[src/rtl/dmem_arb_pkg.sv]
// Shared types and defaults for the two-port data memory arbiter.
package dmem_arb_pkg;

  localparam int unsigned MEM_BYTES_DEFAULT = 64;
  localparam int unsigned XLEN              = 64;

  typedef enum logic [1:0] {
    IDLE   = 2'd0,
    ACCESS = 2'd1,
    RESP   = 2'd2
  } arb_state_e;

  // One doubleword request as seen after the grant mux
  typedef struct packed {
    logic            id;
    logic            we;
    logic [XLEN-1:0] addr;
    logic [XLEN-1:0] wdata;
  } arb_req_t;

endpackage

[src/rtl/dmem_arb_grant.sv]
// Two-port grant selection; DMEM_ARB_ROUND_ROBIN_EN enables round-robin on ties,
// otherwise port 0 has fixed priority.
module dmem_arb_grant (
  input  logic       p0_valid,
  input  logic       p1_valid,
  input  logic       last_grant,
  output logic [1:0] grant
);

`ifndef DMEM_ARB_ROUND_ROBIN_EN
  // last_grant is tracked by the top in every build but only consumed here with round-robin
  logic unused_last_grant;
  assign unused_last_grant = last_grant;
`endif

  always_comb begin
    grant = 2'b00;
    if (p0_valid && p1_valid) begin
`ifdef DMEM_ARB_ROUND_ROBIN_EN
      grant = last_grant ? 2'b01 : 2'b10;
`else
      grant = 2'b01;
`endif
    end else if (p0_valid) begin
      grant = 2'b01;
    end else if (p1_valid) begin
      grant = 2'b10;
    end
  end

endmodule

[src/rtl/data_memory_arbiter.sv]
// Arbitrates the MEM stage (p0) and loader/debug (p1) onto one data memory port.
// Tie-break policy selected by DMEM_ARB_ROUND_ROBIN_EN (see dmem_arb_grant).
module data_memory_arbiter
  import dmem_arb_pkg::*;
#(
  parameter int unsigned MEM_BYTES = MEM_BYTES_DEFAULT,
  parameter int unsigned CNT_W     = 16
) (
  input  logic             clock,
  input  logic             reset,
  input  logic             p0_valid,
  output logic             p0_ready,
  input  logic             p0_we,
  input  logic [XLEN-1:0]  p0_addr,
  input  logic [XLEN-1:0]  p0_wdata,
  input  logic             p1_valid,
  output logic             p1_ready,
  input  logic             p1_we,
  input  logic [XLEN-1:0]  p1_addr,
  input  logic [XLEN-1:0]  p1_wdata,
  output logic             resp_valid,
  input  logic             resp_ready,
  output logic             resp_id,
  output logic [XLEN-1:0]  resp_rdata,
  output logic             resp_err,
  output logic [XLEN-1:0]  mem_address,
  output logic [XLEN-1:0]  mem_write_data,
  output logic             mem_write,
  output logic             mem_read,
  input  logic [XLEN-1:0]  mem_read_data,
  output logic [CNT_W-1:0] conflict_count
);

  localparam logic [XLEN-1:0] MAX_ADDR = XLEN'(MEM_BYTES - 8);

  arb_state_e state, state_nxt;
  arb_req_t   req_in;
  logic [1:0] grant;
  logic       last_grant;
  logic       id_q;
  logic       err_q;
  logic       accept;
  logic       in_range;
  logic       refused;

  dmem_arb_grant u_grant (
    .p0_valid   (p0_valid),
    .p1_valid   (p1_valid),
    .last_grant (last_grant),
    .grant      (grant)
  );

  // Next state and ready handshake; ready is only offered while idle
  always_comb begin
    state_nxt = state;
    p0_ready  = 1'b0;
    p1_ready  = 1'b0;
    case (state)
      IDLE: begin
        p0_ready = grant[0];
        p1_ready = grant[1];
        if (|grant) state_nxt = ACCESS;
      end
      ACCESS:  state_nxt = RESP;
      RESP:    if (resp_ready) state_nxt = IDLE;
      default: state_nxt = IDLE;
    endcase
  end

  // Request mux driven by the grant
  always_comb begin
    req_in.id    = grant[1];
    req_in.we    = grant[1] ? p1_we    : p0_we;
    req_in.addr  = grant[1] ? p1_addr  : p0_addr;
    req_in.wdata = grant[1] ? p1_wdata : p0_wdata;
  end

  assign accept   = (state == IDLE) && (|grant);
  assign in_range = (req_in.addr <= MAX_ADDR);
  assign refused  = (p0_valid && !p0_ready) || (p1_valid && !p1_ready);

  always_ff @(posedge clock) begin
    if (reset) begin
      state          <= IDLE;
      last_grant     <= 1'b1;
      id_q           <= 1'b0;
      err_q          <= 1'b0;
      mem_address    <= '0;
      mem_write_data <= '0;
      mem_write      <= 1'b0;
      mem_read       <= 1'b0;
      resp_valid     <= 1'b0;
      resp_id        <= 1'b0;
      resp_rdata     <= '0;
      resp_err       <= 1'b0;
      conflict_count <= '0;
    end else begin
      state     <= state_nxt;
      mem_write <= 1'b0;
      mem_read  <= 1'b0;

      if (refused && (conflict_count != '1)) conflict_count <= conflict_count + CNT_W'(1);

      // Memory strobes are only raised for the single ACCESS cycle of a legal request
      if (accept) begin
        last_grant     <= req_in.id;
        id_q           <= req_in.id;
        err_q          <= !in_range;
        mem_address    <= req_in.addr;
        mem_write_data <= req_in.wdata;
        mem_write      <= req_in.we && in_range;
        mem_read       <= !req_in.we && in_range;
      end

      if (state == ACCESS) begin
        resp_valid <= 1'b1;
        resp_id    <= id_q;
        resp_err   <= err_q;
        resp_rdata <= mem_read ? mem_read_data : '0;
      end

      if ((state == RESP) && resp_ready) begin
        resp_valid <= 1'b0;
        resp_id    <= 1'b0;
        resp_err   <= 1'b0;
        resp_rdata <= '0;
      end
    end
  end

endmodule

[config.mk]
export PLATFORM = sky130hd
export DESIGN_NAME = data_memory_arbiter
export DESIGN_NICKNAME = d
export VERILOG_FILES = /design/src/rtl/dmem_arb_pkg.sv /design/src/rtl/dmem_arb_grant.sv /design/src/rtl/data_memory_arbiter.sv
export SDC_FILE = /design/constraint.sdc
export NUM_CORES = 1
export LEC_CHECK = 0
export ABC_CLOCK_PERIOD_IN_PS = 1500
export BUFFER_PORTS_ARGS = -buffer_cell sky130_fd_sc_hd__buf_2
export CORE_AREA = 2 2 209 211
export DETAILED_ROUTE_END_ITERATION = 7
export DIE_AREA = 0 0 211 213
export PLACE_DENSITY_LB_ADDON = 0.15
export SETUP_SLACK_MARGIN = 0.2
export SLEW_MARGIN = 5
export SYNTH_ARGS = -nofsm -noshare
export SYNTH_HDL_FRONTEND = slang
export SYNTH_HIERARCHICAL = 1
export SYNTH_SLANG_ARGS = --single-unit
export TNS_END_PERCENT = 10
[constraint.sdc]
create_clock -name clock -period 1.5 [get_ports clock]
set_input_delay 0.15 -clock clock [delete_from_list [all_inputs] [get_ports clock]]
set_output_delay 0.15 -clock clock [all_outputs]
set_load 0.02 [all_outputs]
### After elaboration in Yosys (flattened, before gate mapping)

Cells that the tools add are included.

* bits in registers: 217
* bits in latches: 0
* RAM bits: 0
* bits in read-only memories: 0
* input bits: 327
* output and inout bits: 215
* logic and storage cells: 50
* memories kept: 0

* $add $sub $neg: 1
* multiply operators: 0
* divide/modulo/power cells: 0
* order comparisons: 1
* equal/unequal tests: 5
* shift-type cells: 0
* multiplexer cells: 12
* bitwise logic cells: 1
* reductions and logical operators: 18

Operators by type and width (number)
* two-way mux 64 bit: 3
* <= comparator 64 x 6 -> 1 bit (second input constant): 1
* adder 16 x 1 -> 16 bit (second input constant): 1
* inequality test 16 bit (second input constant): 1
* two-way mux 2 bit: 5
* logical AND 1 bit: 8
* one-hot mux 2 bit (3 select lines): 1
* OR reduction 2 bit: 3
* zero test 1 bit: 4
* two-way mux 1 bit: 3
* == test 2 x 1 -> 1 bit (second input constant): 1
* == test 2 bit (second input constant): 1
* zero test 2 bit: 1
* inequality test 2 x 1 -> 1 bit (second input constant): 1
* inequality test 2 bit (second input constant): 1
* AND reduction 2 bit: 1
* logical OR 1 bit: 1
* NOT 1 bit: 1

### Logic depth before layout (Yosys ltp)

* depth after elaboration: 8
* mapped depth: 8
* gate-level depth less buffers: 6

### Modules after synthesis

Netlist, hierarchy kept.

Modules (own cells, without submodules)
* data_memory_arbiter: instances 1, cells each 1045, area an instance 9414.0 um2, sequential area each 4364.2 um2
* dmem_arb_grant: instances 1, cells each 2, area an instance 10.0 um2, sequential area each 0.0 um2

### Worst setup path before layout

No wires, ideal clock.

* path type: register to register
* from: register conflict_count[0]
* to: register conflict_count[7]
* library setup time: 128 ps
* data arrival time: 1528 ps
* required time: 1372 ps
* slack: -156 ps
* cell stages (with the launch flop): 8
* buffers on the path: 1
* clock period less this slack: 1656 ps
* cells stage by stage: dfxtp_1 > ha_1 > nand4_1 > nor4_2 > buf_4 > nor3b_1 > xnor2_1 > nor2_1

* cells in the longest elaborated chain, start to end: 2
* elaborated cells on any way between the ends: 3
* those cells by class: add/sub (1); eq/ne (1); reduce/logical (1)

RTL lines
* start: declaration: line data_memory_arbiter.sv:31 `output logic [CNT_W-1:0] conflict_count`
* start signal: assignment: line data_memory_arbiter.sv:102 `if (refused && (conflict_count != '1)) conflict_count <= conflict_count + CNT_W'(1);`
* parallel branches: the longest is 2 deep, another holds adder 16 x 1 -> 16 bit

Several ways; the timed one is not identified.
A chain may end at the register's enable or synchronous reset.

### Worst setup path after layout

* from: register state[1]
* to: register mem_write_data[47]

* cells in the longest elaborated chain, start to end: 2

RTL lines
* start: declaration: line data_memory_arbiter.sv:36 `arb_state_e state, state_nxt;`
* start signal: assignment: line data_memory_arbiter.sv:98 `state <= state_nxt;`
* zero test 2 bit: line data_memory_arbiter.sv:78 `assign accept = (state == IDLE) && (|grant);`
* logical AND 1 bit: line data_memory_arbiter.sv:78
* end signal: assignment: line data_memory_arbiter.sv:110 `mem_write_data <= req_in.wdata;`
* end: declaration: line data_memory_arbiter.sv:27 `output logic [XLEN-1:0] mem_write_data,`

Every way passes these cells.

==> results_dict.tcl <==
set metrics [dict create \
    h-tree-depth 1 \
    cpLargestDelayFamily "buffers and inverters" \
    cts_tree "built" \
    max_stage_delay_ps 380 \
    layout.nets 2268 \
    netlist_area_mm2 0.009395 \
    outcome "finished with violations" \
    worst-path-buf-inv 5 \
    drc 0 \
    worst_path_max_delay_cell "dfxtp_4" \
    port-buffer-count 541 \
    failed_checks "negative setup slack" \
    hpwl_um 33600 \
    clkLatencyLatePin_ps 540 \
    fp.coreArea_mm2 0.04270 \
    p_per_area_mw_per_mm2 951.3 \
    irDropWorstVdd_mv 0.7023 \
    slew_headroom_pct 62.71 \
    start_util_pct 22.01 \
    place_area_mm2 0.01365 \
    wl_um 47500 \
    yosysWarnings 6 \
    min_period_over_period_pct 104.0 \
    drt-initial-drc-count 451 \
    die_w_um 211 \
    stdcell_count 2508 \
    grt_max_degree 44 \
    crit_path_end_kind "flip-flop" \
    design_area_mm2 0.01896 \
    final.fill_count 4178 \
    vias 11490 \
    hold_viol_final 0 \
    clock-sinks 217 \
    ios 542 \
    crit_type "flip-flop to flip-flop" \
    die_y_um 213 \
    p_leak_uw 0.008101 \
    seqCellArea_mm2 0.004404 \
    hold_class "input port to flip-flop" \
    numCtsBuffers 27 \
    worstPathRequired_ps 1950 \
    root_buffer "clkbuf_16" \
    std_cell_rows 76 \
    finalCriticalPeriod_ps 1560 \
    viasPerCell 4.579 \
    setup_viol_count_final 56 \
    multi_input_area_mm2 0.005589 \
    cp_data_arrival_time_ps 2010 \
    antenna_found_initial 8 \
    r2r_slack_ps -60 \
    syn_nets 1373 \
    cts_max_path_buffers 3 \
    max_freq_mhz 640.8 \
    synth.avg_cell_area_um2 8.991 \
    ant_nets 0 \
    wl_per_cell_um 18.94 \
    dr.pass1.iters 4 \
    grt_overflow_total 0 \
    slew_viol_final 0 \
    die_area_mm2 0.04494 \
    final_layout_size_suffix_gt1_share_pct 49.39 \
    dp.cells 2160 \
    path_max_fanout 8 \
    syn_to_final_growth_pct 101.8 \
    path_cells "nor2_4 > buf_6 > o21a_4 > buf_12 > clkbuf_16 > buf_6 > clkbuf_16 > a211oi_1" \
    cts.clk_slew.worst_paths_ps 60 \
    rsz0062_at_grt "yes" \
    max_cap_viol_count 0 \
    worstMarginPinSlew_ps 554.3 \
    fin_ws_ps -60.47 \
    fin_skew_ps 6.073 \
    grt_pass1_vias 11740 \
    total_power_uw 18040 \
    crit_path_start_kind "flip-flop" \
    grt_usage_pct 19.42 \
    syn_inst 1045 \
    grt_first_pass_wirelength_um 68030 \
    place.gp.congestion 0.8390 \
]
where the power goes:
part	internal, uW	total, uW	switching [uW]	leakage [uW]
combinational	2480	5040	2570	0.00587
sequential	6180	6470	283	0.00180
clock	3930	6520	2590	0.000434
tightest hold or removal path, cell delays in order:
cell      delay, ps
buf_2           110
mux2i_1         150
a211oi_1         90
path summary, 6_finish.rpt:
check | from | end | depth (start not counted)
min reg2reg | resp_rdata[5] | resp_rdata[5] | 2
max reg2reg | state[1] | mem_write_data[47] | 8
max | state[1] | mem_write_data[47] | 8
min | p0_addr[32] | mem_address[32] | 3
area by class of cell:
class	count	area share (%)
antenna	4	0.05279
clock buffer	39	4.125
clock inverter	8	0.4950
inverter	6	0.1320
multi-input combinational	730	29.48
sequential	217	23.23
tap	546	3.603
timing repair buffer	958	38.88
placed cells by master, fill, tap and decap left out, types with 4 or more instances in the layout:
master,n
buf_12,30
clkinv_2,5
clkbuf_4,5
nand2_2,5
dfxtp_2,9
buf_16,7
dlygate4sd3_1,260
a211oi_2,67
dfxtp_4,13
diode_2,4
xnor2_1,12
nand2_1,68
mux2i_1,130
a21oi_2,32
nor3_1,14
clkbuf_8,4
clkbuf_1,7
nor2_4,22
nor4_1,25
a21oi_1,40
buf_2,513
dfxtp_1,195
buf_8,6
nor2_1,119
nand3_2,40
nand4_1,9
clkbuf_16,36
buf_4,99
nor2_2,14
inv_1,5
nand3_1,26
buf_6,30
a211oi_1,63
repair_timing:
item / CTS / global route
resized for setup: 232 / 83
hold endpoints to repair: 171 / 0
setup endpoints to repair: 224 / 245
hold buffers: 260 / 0
gates cloned: 6 / 9
pin swaps: 190 / 30
buffers inserted: 10 / 12
routing by layer:
layer / wire, um / vias to the layer above / GRT usage (%)
li1: - / 5581 / -
met1: 18600 / 5387 / 21.96
met2: 24000 / 415 / 35.06
met3: 3495 / 94 / 5.604
met4: 1352 / 8 / 6.241
met5: 55 / - / 0
state kept, by name, summed over array words and instances, names as in the netlist:
signal / count
id_q: 1
mem_write_data: 64
state: 2
resp_id: 1
resp_valid: 1
resp_err: 1
mem_read: 1
mem_address: 64
mem_write: 1
err_q: 1
conflict_count: 16
resp_rdata: 64
metrics by stage:
step	util (%)	setup slack (ps)	setup TNS [ps]	hold slack (ps)
after floorplan	-	57.80	0	317.6
after global placement	31.98	-441.8	-11630	421.3
after detailed placement	31.98	-425.9	-16600	426.4
after CTS	42.91	-49.63	-213.4	0.2244
after global routing	44.39	-147.7	-7647	4.371
final	44.41	-60.47	-1163	15.91
Note: power is estimated with default switching activity, not from simulation.
